`config.mk`:
```
export PLATFORM = sky130hd
export DESIGN_NAME = bus_timer
export DESIGN_NICKNAME = d
export VERILOG_FILES = /design/src/rtl/bus_timer.sv
export SDC_FILE = /design/constraint.sdc
export NUM_CORES = 1
export LEC_CHECK = 0
export BUFFER_PORTS_ARGS = -buffer_cell sky130_fd_sc_hd__clkbuf_2
export CAP_MARGIN = 20
export CORE_MARGIN = 2
export CORE_UTILIZATION = 45
export CTS_BUF_LIST = sky130_fd_sc_hd__clkbuf_8
export CTS_CLUSTER_SIZE = 12
export DETAILED_ROUTE_END_ITERATION = 8
export PLACE_DENSITY = 0.69
export REMOVE_ABC_BUFFERS = 1
export SYNTH_ARGS = -nofsm -noshare
export SYNTH_HDL_FRONTEND = slang
export SYNTH_SLANG_ARGS = --single-unit
```
`constraint.sdc`:
```
create_clock -name clk -period 2 [get_ports clk]
set_input_delay 0.1 -clock clk [delete_from_list [all_inputs] [get_ports clk]]
set_output_delay 0.1 -clock clk [all_outputs]
set_load 0.05 [all_outputs]
```
`src/rtl/bus_timer.sv`:
```
// bus_timer: memory-mapped down-counter with preset, auto-reload and masked irq.
// Registers: CTRL (EN/MODE/IM), PRESET (R/W), COUNT (read-only).
module bus_timer (
   input  logic        clk,
   input  logic        reset,
   input  logic        sel,
   input  logic        we,
   input  logic [1:0]  addr,
   input  logic [31:0] wdata,
   output logic [31:0] rdata,
   output logic        irq
);

   typedef enum logic [1:0] {
      S_IDLE,
      S_LOAD,
      S_CNT,
      S_INT
   } state_e;

   state_e      state_q, state_d;
   logic [3:0]  ctrl_q, ctrl_d;
   logic [31:0] preset_q, preset_d;
   logic [31:0] count_q, count_d;
   logic        pend_q, pend_d;

   logic wr_ctrl, wr_pre;
   logic en, auto_rl, im;

   assign wr_ctrl = sel & we & (addr == 2'd0);
   assign wr_pre  = sel & we & (addr == 2'd1);
   assign en      = ctrl_q[0];
   assign auto_rl = (ctrl_q[2:1] == 2'b01);
   assign im      = ctrl_q[3];

   // State and register file; async active-low reset
   always_ff @(posedge clk or negedge reset) begin
      if (!reset) begin
         state_q  <= S_IDLE;
         ctrl_q   <= 4'd0;
         preset_q <= 32'd0;
         count_q  <= 32'd0;
         pend_q   <= 1'b0;
      end else begin
         state_q  <= state_d;
         ctrl_q   <= ctrl_d;
         preset_q <= preset_d;
         count_q  <= count_d;
         pend_q   <= pend_d;
      end
   end

   // Next state: FSM first, then CPU writes override it
   always_comb begin
      state_d  = state_q;
      ctrl_d   = ctrl_q;
      preset_d = preset_q;
      count_d  = count_q;
      // auto-reload pending lives for one cycle only
      pend_d   = auto_rl ? 1'b0 : pend_q;
      case (state_q)
         S_IDLE: begin
            if (en) state_d = S_LOAD;
         end
         S_LOAD: begin
            count_d = preset_q;
            state_d = S_CNT;
         end
         S_CNT: begin
            if (!en) begin
               state_d = S_IDLE;
            end else if (count_q == 32'd0) begin
               state_d = S_INT;
            end else if (count_q == 32'd1) begin
               count_d = 32'd0;
               state_d = S_INT;
            end else begin
               count_d = count_q - 32'd1;
            end
         end
         S_INT: begin
            pend_d = 1'b1;
            if (auto_rl) begin
               state_d = S_LOAD;
            end else begin
               ctrl_d[0] = 1'b0;
               state_d   = S_IDLE;
            end
         end
         default: state_d = S_IDLE;
      endcase
      if (wr_ctrl) begin
         ctrl_d = wdata[3:0];
         pend_d = 1'b0;
      end
      if (wr_pre) begin
         preset_d = wdata;
         pend_d   = 1'b0;
         state_d  = S_IDLE;
      end
   end

   // Read mux, purely address-decoded
   always_comb begin
      rdata = 32'd0;
      case (addr)
         2'd0:    rdata = {28'd0, ctrl_q};
         2'd1:    rdata = preset_q;
         2'd2:    rdata = count_q;
         default: rdata = 32'd0;
      endcase
   end

   assign irq = pend_q & im;

endmodule

```
==> results.md, run 1 <==
* Crit-path most repeated cell: a22o_1
* Ys async rst share at 1.00
* Final wirelength at 13.4 mm
* Via density per instance at 6.00
* Mapped Cells at 404
* Total CTS buffers at 9
* CTS tree: built
* Critical-path cell list: nor4_2 > buf_4 > nand4_4 > o31a_1 > buf_6 > a22o_1 > a22o_1
* Fill cells at 691
* Sink Count at 71
* Top Usage Layer GRT: met2
* Die H at 101 µm
* Reg2Reg Depth at 7
* Placed Area at 5280 µm²
* Unrepaired setup endpoints after global routing: true
* Outcome: finished, violations left
* Family with the most delay on the worst path: compound AO/OA/AOI/OAI gates
* CP max stage cell: o31a_1
* Period Utilization, post-route at 1.06
* Cell area after layout at 6240 µm²
* First-pass GRT wire length at 20.6 mm
* Worst setup EP type: flop
* Reg2reg start: count_q[18]
* Ports at 71
* Synth Flop Type: dfrtp_1
* Register area at 1780 µm²
* Levels on crit path at 7
* Site Rows at 35
* Clk Latency, worst-skew pair at 360 ps
* Total die area at 10300 µm²
* R2R Path End: count_q[20]
* Avg WL per Cell at 18.6 µm
* NumNets Final at 627
* Setup TNS at -1540 ps
* Ratio of cells with drive above 1 in the final layout at 0.463
* Ratio of total power to cell area at 1480 nW/µm²
* Post-synth EDFFs at 0
* Via Count at 4324
* Startpoint types: flop
* Final hold slack at 76.7 ps
* Max H-tree Level at 3
* 1st-iter DRT viols at 303
* Area contributors post-synth: dfrtp_1 (42%), mux2_2 (9.0%), a22o_1 (8.8%)
* N_diodes at 0
* Core Util, Final at 0.676
* Fin. max-slew vios at 0
* Worst Max-Slew Pin Slew at 644 ps
* Final setup fails at 29
* Crit path time final at 2120 ps
* Grt ovf at 0
* Max Cap Viol at 0
* GR Layer Usage met2 at 0.410
* Area occupied by multi-input gates at 2500 µm²
* Area leader, netlist: dfrtp_1
* TritonRoute pass-1 iters at 5
* Slew margin rel. at 0.567
* Crit path DAT at 2380 ps
* Die width at 101 µm
* Crit-path max FO at 6
* Most frequent cells after synthesis: dfrtp_1 (71), a22o_1 (43), mux2_2 (34)
* CP startpoint: count_q[18]
* Layout area overhead at 46.0%
* Core box area at 9240 µm²
* Clock-pin slew on the worst setup and hold paths at 90 ps
* Initial antenna violation count at 0
* Hold Crit Start: addr[0]
* Total track usage at 0.259
* Top cell type's share of synthesized area at 0.415
* Yosys reg bits at 71
* Sequential share of the synthesized area at 0.415
* Worst path buffer plus inverter count at 2
* Final hold violations at 0
* Largest net degree at the start of global routing at 37
* Failing checks: negative setup slack
* Flop-to-flop setup slack at -120 ps
* Hold Path Class: input port to flop
* Finished Layout Cells at 721
* P_leak at 0.00278 µW
* DRC viols at 0
* Vias in the first global route at 4094
* Starting Density at 0.463
* # port buffers at 70
* CP Class: flop to flop
* CP endpoint: count_q[20]
* F_max at 472 MHz
* Grt met3 use at 0.0483
* Deepest clock path buffer count at 2
* PnR worst setup slack at -121 ps
* Gpl congestion at 0.888
* Clock Skews at 12.1 ps
* CP peak stage delay at 430 ps
* Met1 Track Usage GR at 0.352
* Detail Route Antenna Nets at 0
* Hpwl dp at 8.87 mm
* YS warnings at 0
* Placed cell count at 658
* Cell area after synthesis at 4280 µm²
* Peak VDD IR at 0.622 mV
* Average size of a mapped cell at 10.6 µm²
* Top-count cell post-synth: dfrtp_1
* CP required at 2260 ps
* Netlist cell types at 56
* Root Buffer: clkbuf_8
-- report_power, final --
group	switching [µW]	internal, µW	leakage [µW]
clock	617	833	0.000120
combinational	2860	2510	0.00178
sequential	468	1940	0.000874
-- area by class of cell --
cell class / count / area share
Multi-Input combinational cell: 293 / 0.400
Clock inverter: 7 / 0.0192
Timing Repair Buffer: 205 / 0.246
Clock buffer: 9 / 0.0198
Sequential cell: 71 / 0.285
Tap cell: 129 / 0.0259
Inverter: 7 / 0.00421
-- cells in the final DEF (no fill, tap or decap), drive strengths merged, types with 3 or more instances in the layout --
cell / count
bufinv: 3
nor3: 22
nor2b: 4
dfrtp: 71
nand3: 7
a22oi: 9
nand2: 28
nand4: 3
a22o: 43
mux2: 34
nor2: 16
o21ai: 12
dlygate4sd3: 33
o41ai: 5
clkbuf: 78
o22ai: 24
nor4: 14
o31ai: 8
buf: 103
inv: 8
a221o: 4
o2bb2ai: 11
a32oi: 5
mux2i: 6
or3: 5
and3: 3
nand2b: 4
or4: 4
-- worst min path at each step --
stage / endpoint / slack [ps] / depth (start not counted)
2_1_floorplan: count_q[0] / -200 / 0
3_3_place_gp: ctrl_q[1] / 180 / 2
3_5_place_dp: ctrl_q[1] / 180 / 2
4_1_cts: state_q[1] / 70 / 2
5_1_grt: state_q[1] / 100 / 2
6_report: state_q[1] / 80 / 2
-- metal layers --
metal / vias up / routed length (µm)
met4: 0 / 389
met3: 37 / 833
met1: 2108 / 5740
met2: 215 / 6420
met5: - / 0
li1: 1964 / -
-- state kept, by name, summed over array words and instances (netlist names) --
name,flops
count_q,32
preset_q,32
ctrl_q,4
state_q,2
pend_q,1
-- kinds of logic after synthesis --
logic type / share of synthesized area
adder cells (fa/ha/maj): 0.00585
AND/OR/NAND/NOR: 0.163
AO/OA/AOI/OAI: 0.262
multiplexers: 0.104
buffers and inverters: 0.0500
flip-flops: 0.415
-- per-stage QoR --
stage | setup slack (ps) | total power [µW]
after floorplan | -572 | 5040
after global routing | -186 | 9680
after CTS | -72.8 | 8860
after detailed placement | -140 | 6970
after global placement | -116 | 6850
final | -121 | 9220
-- repair_timing --
item,CTS,global route
buffers inserted,9,4
hold buffers,33,0
endpoints found under the hold margin,106,0
gates cloned,1,0
resized for setup,26,25
setup endpoints to repair,32,32
pin swaps,9,16
Note: power is estimated with default switching activity, not from simulation.
==> run 2, diff against run 1 <==
--- a/config.mk
+++ b/config.mk
@@ -5,14 +5,15 @@
 export SDC_FILE = /design/constraint.sdc
 export NUM_CORES = 1
 export LEC_CHECK = 0
+export ABC_AREA = 1
 export BUFFER_PORTS_ARGS = -buffer_cell sky130_fd_sc_hd__clkbuf_2
 export CAP_MARGIN = 20
 export CORE_MARGIN = 2
 export CORE_UTILIZATION = 45
-export CTS_BUF_LIST = sky130_fd_sc_hd__clkbuf_8
+export CTS_BUF_LIST = sky130_fd_sc_hd__clkbuf_4 sky130_fd_sc_hd__clkbuf_8
 export CTS_CLUSTER_SIZE = 12
 export DETAILED_ROUTE_END_ITERATION = 8
-export PLACE_DENSITY = 0.69
+export PLACE_DENSITY = 0.68
 export REMOVE_ABC_BUFFERS = 1
 export SYNTH_ARGS = -nofsm -noshare
 export SYNTH_HDL_FRONTEND = slang
==> run 2 against run 1 <==
The flow now finishes without violations; wire length fell by 3.9%; clock-buffer cell count up 1; clock power fell by 9.7%; synthesized area up 4.8%; sequential share of layout area is 0.97 points higher; final cell count increased by 29%; fmax rose by 13%; hold slack worse by 30 ps; largest cell class unchanged.
==> results.md, run 2 <==
* Outcome: completed
* Cell area after synthesis at 4480 µm²
* Die width at 104 µm
* 1st-iter DRT viols at 279
* Hpwl dp at 9.09 mm
* Worst Max-Slew Pin Slew at 575 ps
* Combinational Power Share at 0.554
* Register area at 1780 µm²
* Via Count at 4604
* Ports at 71
* Top flop regs: count_q: 32 flops, preset_q: 32 flops, ctrl_q: 4 flops
* Max Cap Viol at 0
* Initial antenna violation count at 0
* Grt ovf at 0
* Starting Density at 0.461
* Clock Skews at 4.47 ps
* Crit-path max FO at 20
* Total die area at 10800 µm²
* Vias in the first global route at 4458
* Worst path buffer plus inverter count at 2
* Sequential share of the synthesized area at 0.396
* Max H-tree Level at 3
* Mapped Cells at 659
* CP Class: flop to flop
* Root Buffer: clkbuf_8
* Gpl congestion at 0.932
* Period Utilization, post-route at 0.939
* Sink Count at 71
* Top-count cell post-synth: nand2_1
* N_diodes at 0
* Crit-path most repeated cell: nand2_1
* Area leader, netlist: dfrtp_1
* Slew margin rel. at 0.616
* Crit path DAT at 2130 ps
* Clock-pin slew on the worst setup and hold paths at 80 ps
* Top cell type's share of synthesized area at 0.396
* Fill cells at 913
* Clock power share at 0.161
* Core box area at 9730 µm²
* Startpoint types: flop
* Area occupied by multi-input gates at 2330 µm²
* CP max stage cell: dfrtp_1
* CTS tree: built
* Site Rows at 36
* DRC viols at 0
* Detail Route Antenna Nets at 0
* Post-synth EDFFs at 0
* P_leak at 0.00310 µW
* CP required at 2250 ps
* TritonRoute pass-1 iters at 5
* # port buffers at 70
* Clk Latency, worst-skew pair at 360 ps
* Family with the most delay on the worst path: simple AND/OR/NAND/NOR gates
* Final hold violations at 0
* Fin. max-slew vios at 0
* Crit path time final at 1880 ps
* Most frequent cells in the layout: nand2_1 (211), nor2_1 (102), inv_1 (77), dfrtp_1 (71), clkbuf_2 (55)
* Layout area overhead at 34.7%
* Average size of a mapped cell at 6.80 µm²
* Largest net degree at the start of global routing at 37
* Ys async rst share at 1.00
* Yosys reg bits at 71
* NumNets Final at 835
* Deepest clock path buffer count at 2
* Commonest non-fill, non-tap cell in the layout: nand2_1
* Synth Flop Type: dfrtp_1
* Final setup fails at 0
* Peak VDD IR at 0.516 mV
* Ratio of cells with drive above 1 in the final layout at 0.210
* Critical-path cell list: nor2_2 > nand2_1 > nor2_1 > nand2_1 > buf_4 > o21ai_4 > buf_12 > o21ai_0 > nand2_1 > nand2_1
* Part of the power in registers at 0.285
* Final wirelength at 12.9 mm
* Finished Layout Cells at 933
* Setup TNS at 0 ps
* Int Pwr at 4350 µW
* Via density per instance at 4.93
* CP peak stage delay at 390 ps
* Total CTS buffers at 9
* Die H at 104 µm
* Netlist cell types at 32
* Worst setup EP type: flop
* Core Util, Final at 0.620
* Switching Fraction at 0.466
* YS warnings at 0
* Avg WL per Cell at 13.8 µm
* Area contributors post-synth: dfrtp_1 (40%), nand2_1 (18%), nor2_1 (8.8%)
* Ratio of total power to cell area at 1350 nW/µm²
* Total track usage at 0.252
* Hold Path Class: input port to flop
* Most frequent cells after synthesis: nand2_1 (212), nor2_1 (105), inv_1 (78)
* F_max at 533 MHz
* Placed cell count at 882
* First-pass GRT wire length at 21.8 mm
* Final hold slack at 47.0 ps
* Net Sw Power at 3790 µW
==> run 2: cell count changes in the layout (fill, tap and decap cells not counted), sizes merged, moves of 11 or more <==
cell     before  now
o21ai        12   60
inv           8   80
clkbuf       78   65
nor2         16  113
buf         103   59
a22o         43    0
nand2        28  216
mux2         34   16
a21oi         2   23
o2bb2ai      11    0
nand3         7   18
nor4         14    0
nor3         22    4
==> run 2: worst register-to-register path, stage by stage, from the launching register on <==
cell	delay, ps
dfrtp_1	390
nor2_2	190
nand2_1	130
nor2_1	150
nand2_1	100
buf_4	170
o21ai_4	210
buf_12	190
o21ai_0	110
nand2_1	70
nand2_1	50
==> run 2: what timing repair did <==
action                                  4_1_cts  5_1_grt
resized for setup                             3        8
buffers inserted                              0        2
pin swaps                                     1        3
hold endpoints to repair                    105        0
hold buffers                                 33        0
endpoints found under the setup margin       22       32
==> run 2: power groups by stage <==
stage | Clock, µW | Sequential, µW | Combinational (µW)
detailed placement | 0 | 2320 | 4310
finish | 1310 | 2320 | 4500
global route | 1410 | 2370 | 5010
CTS | 1340 | 2300 | 4430
floorplan | 0 | 2330 | 2690
global placement | 0 | 2300 | 4250
==> run 2: final timing paths <==
check                         endpoint  slack, ps  depth (start not counted)         from
setup / recovery           count_q[21]        120                         10  count_q[17]
hold / removal                  pend_q         50                          4           we
setup reg to reg           count_q[21]        120                         10  count_q[17]
hold reg to reg            preset_q[3]        500                          2  preset_q[3]
max in group asynchronous  preset_q[6]       1220                          3        reset
min in group asynchronous    ctrl_q[3]         80                          2        reset
==> run 2: layer usage <==
metal	vias to the layer above	global-route usage	wire length (µm)
met1	2133	0.346	6100
met3	16	0.0384	536
met2	117	0.405	6010
li1	2338	-	-
met4	0	0.0898	216
met5	-	0	0
==> run 2: layout make-up <==
cell class                      instances  share of cell area
Sequential cell                        71               0.294
Clock buffer                           10              0.0228
Timing Repair Buffer                  147               0.206
Inverter                               80              0.0502
Clock inverter                          6              0.0139
Multi-Input combinational cell        486               0.386
Tap cell                              133              0.0276
==> run 2: through the flow <==
stage	cell area [µm²]	setup WS, ps	total power (µW)
after floorplan	4370	-337	5020
after global placement	5430	1.23	6550
after detailed placement	5430	-17.3	6630
after CTS	6000	19.3	8070
after global routing	6040	-12.7	8790
final	6040	123	8140
==> run 2: kinds of logic (layout without fill, tap and decap cells) <==
| family | count (synthesis) | in the layout | synth area share |
|---|---|---|---|
| muxes | 16 | 16 | 0.0402 |
| xor gates and xnor gates | 9 | 9 | 0.0176 |
| DFF | 71 | 71 | 0.396 |
| adders and majority gates | 2 | 2 | 0.00558 |
| buffers and inverters | 102 | 243 | 0.0916 |
| AOI/OAI and AO/OA | 102 | 102 | 0.126 |
| and+or+nand+nor | 357 | 357 | 0.323 |
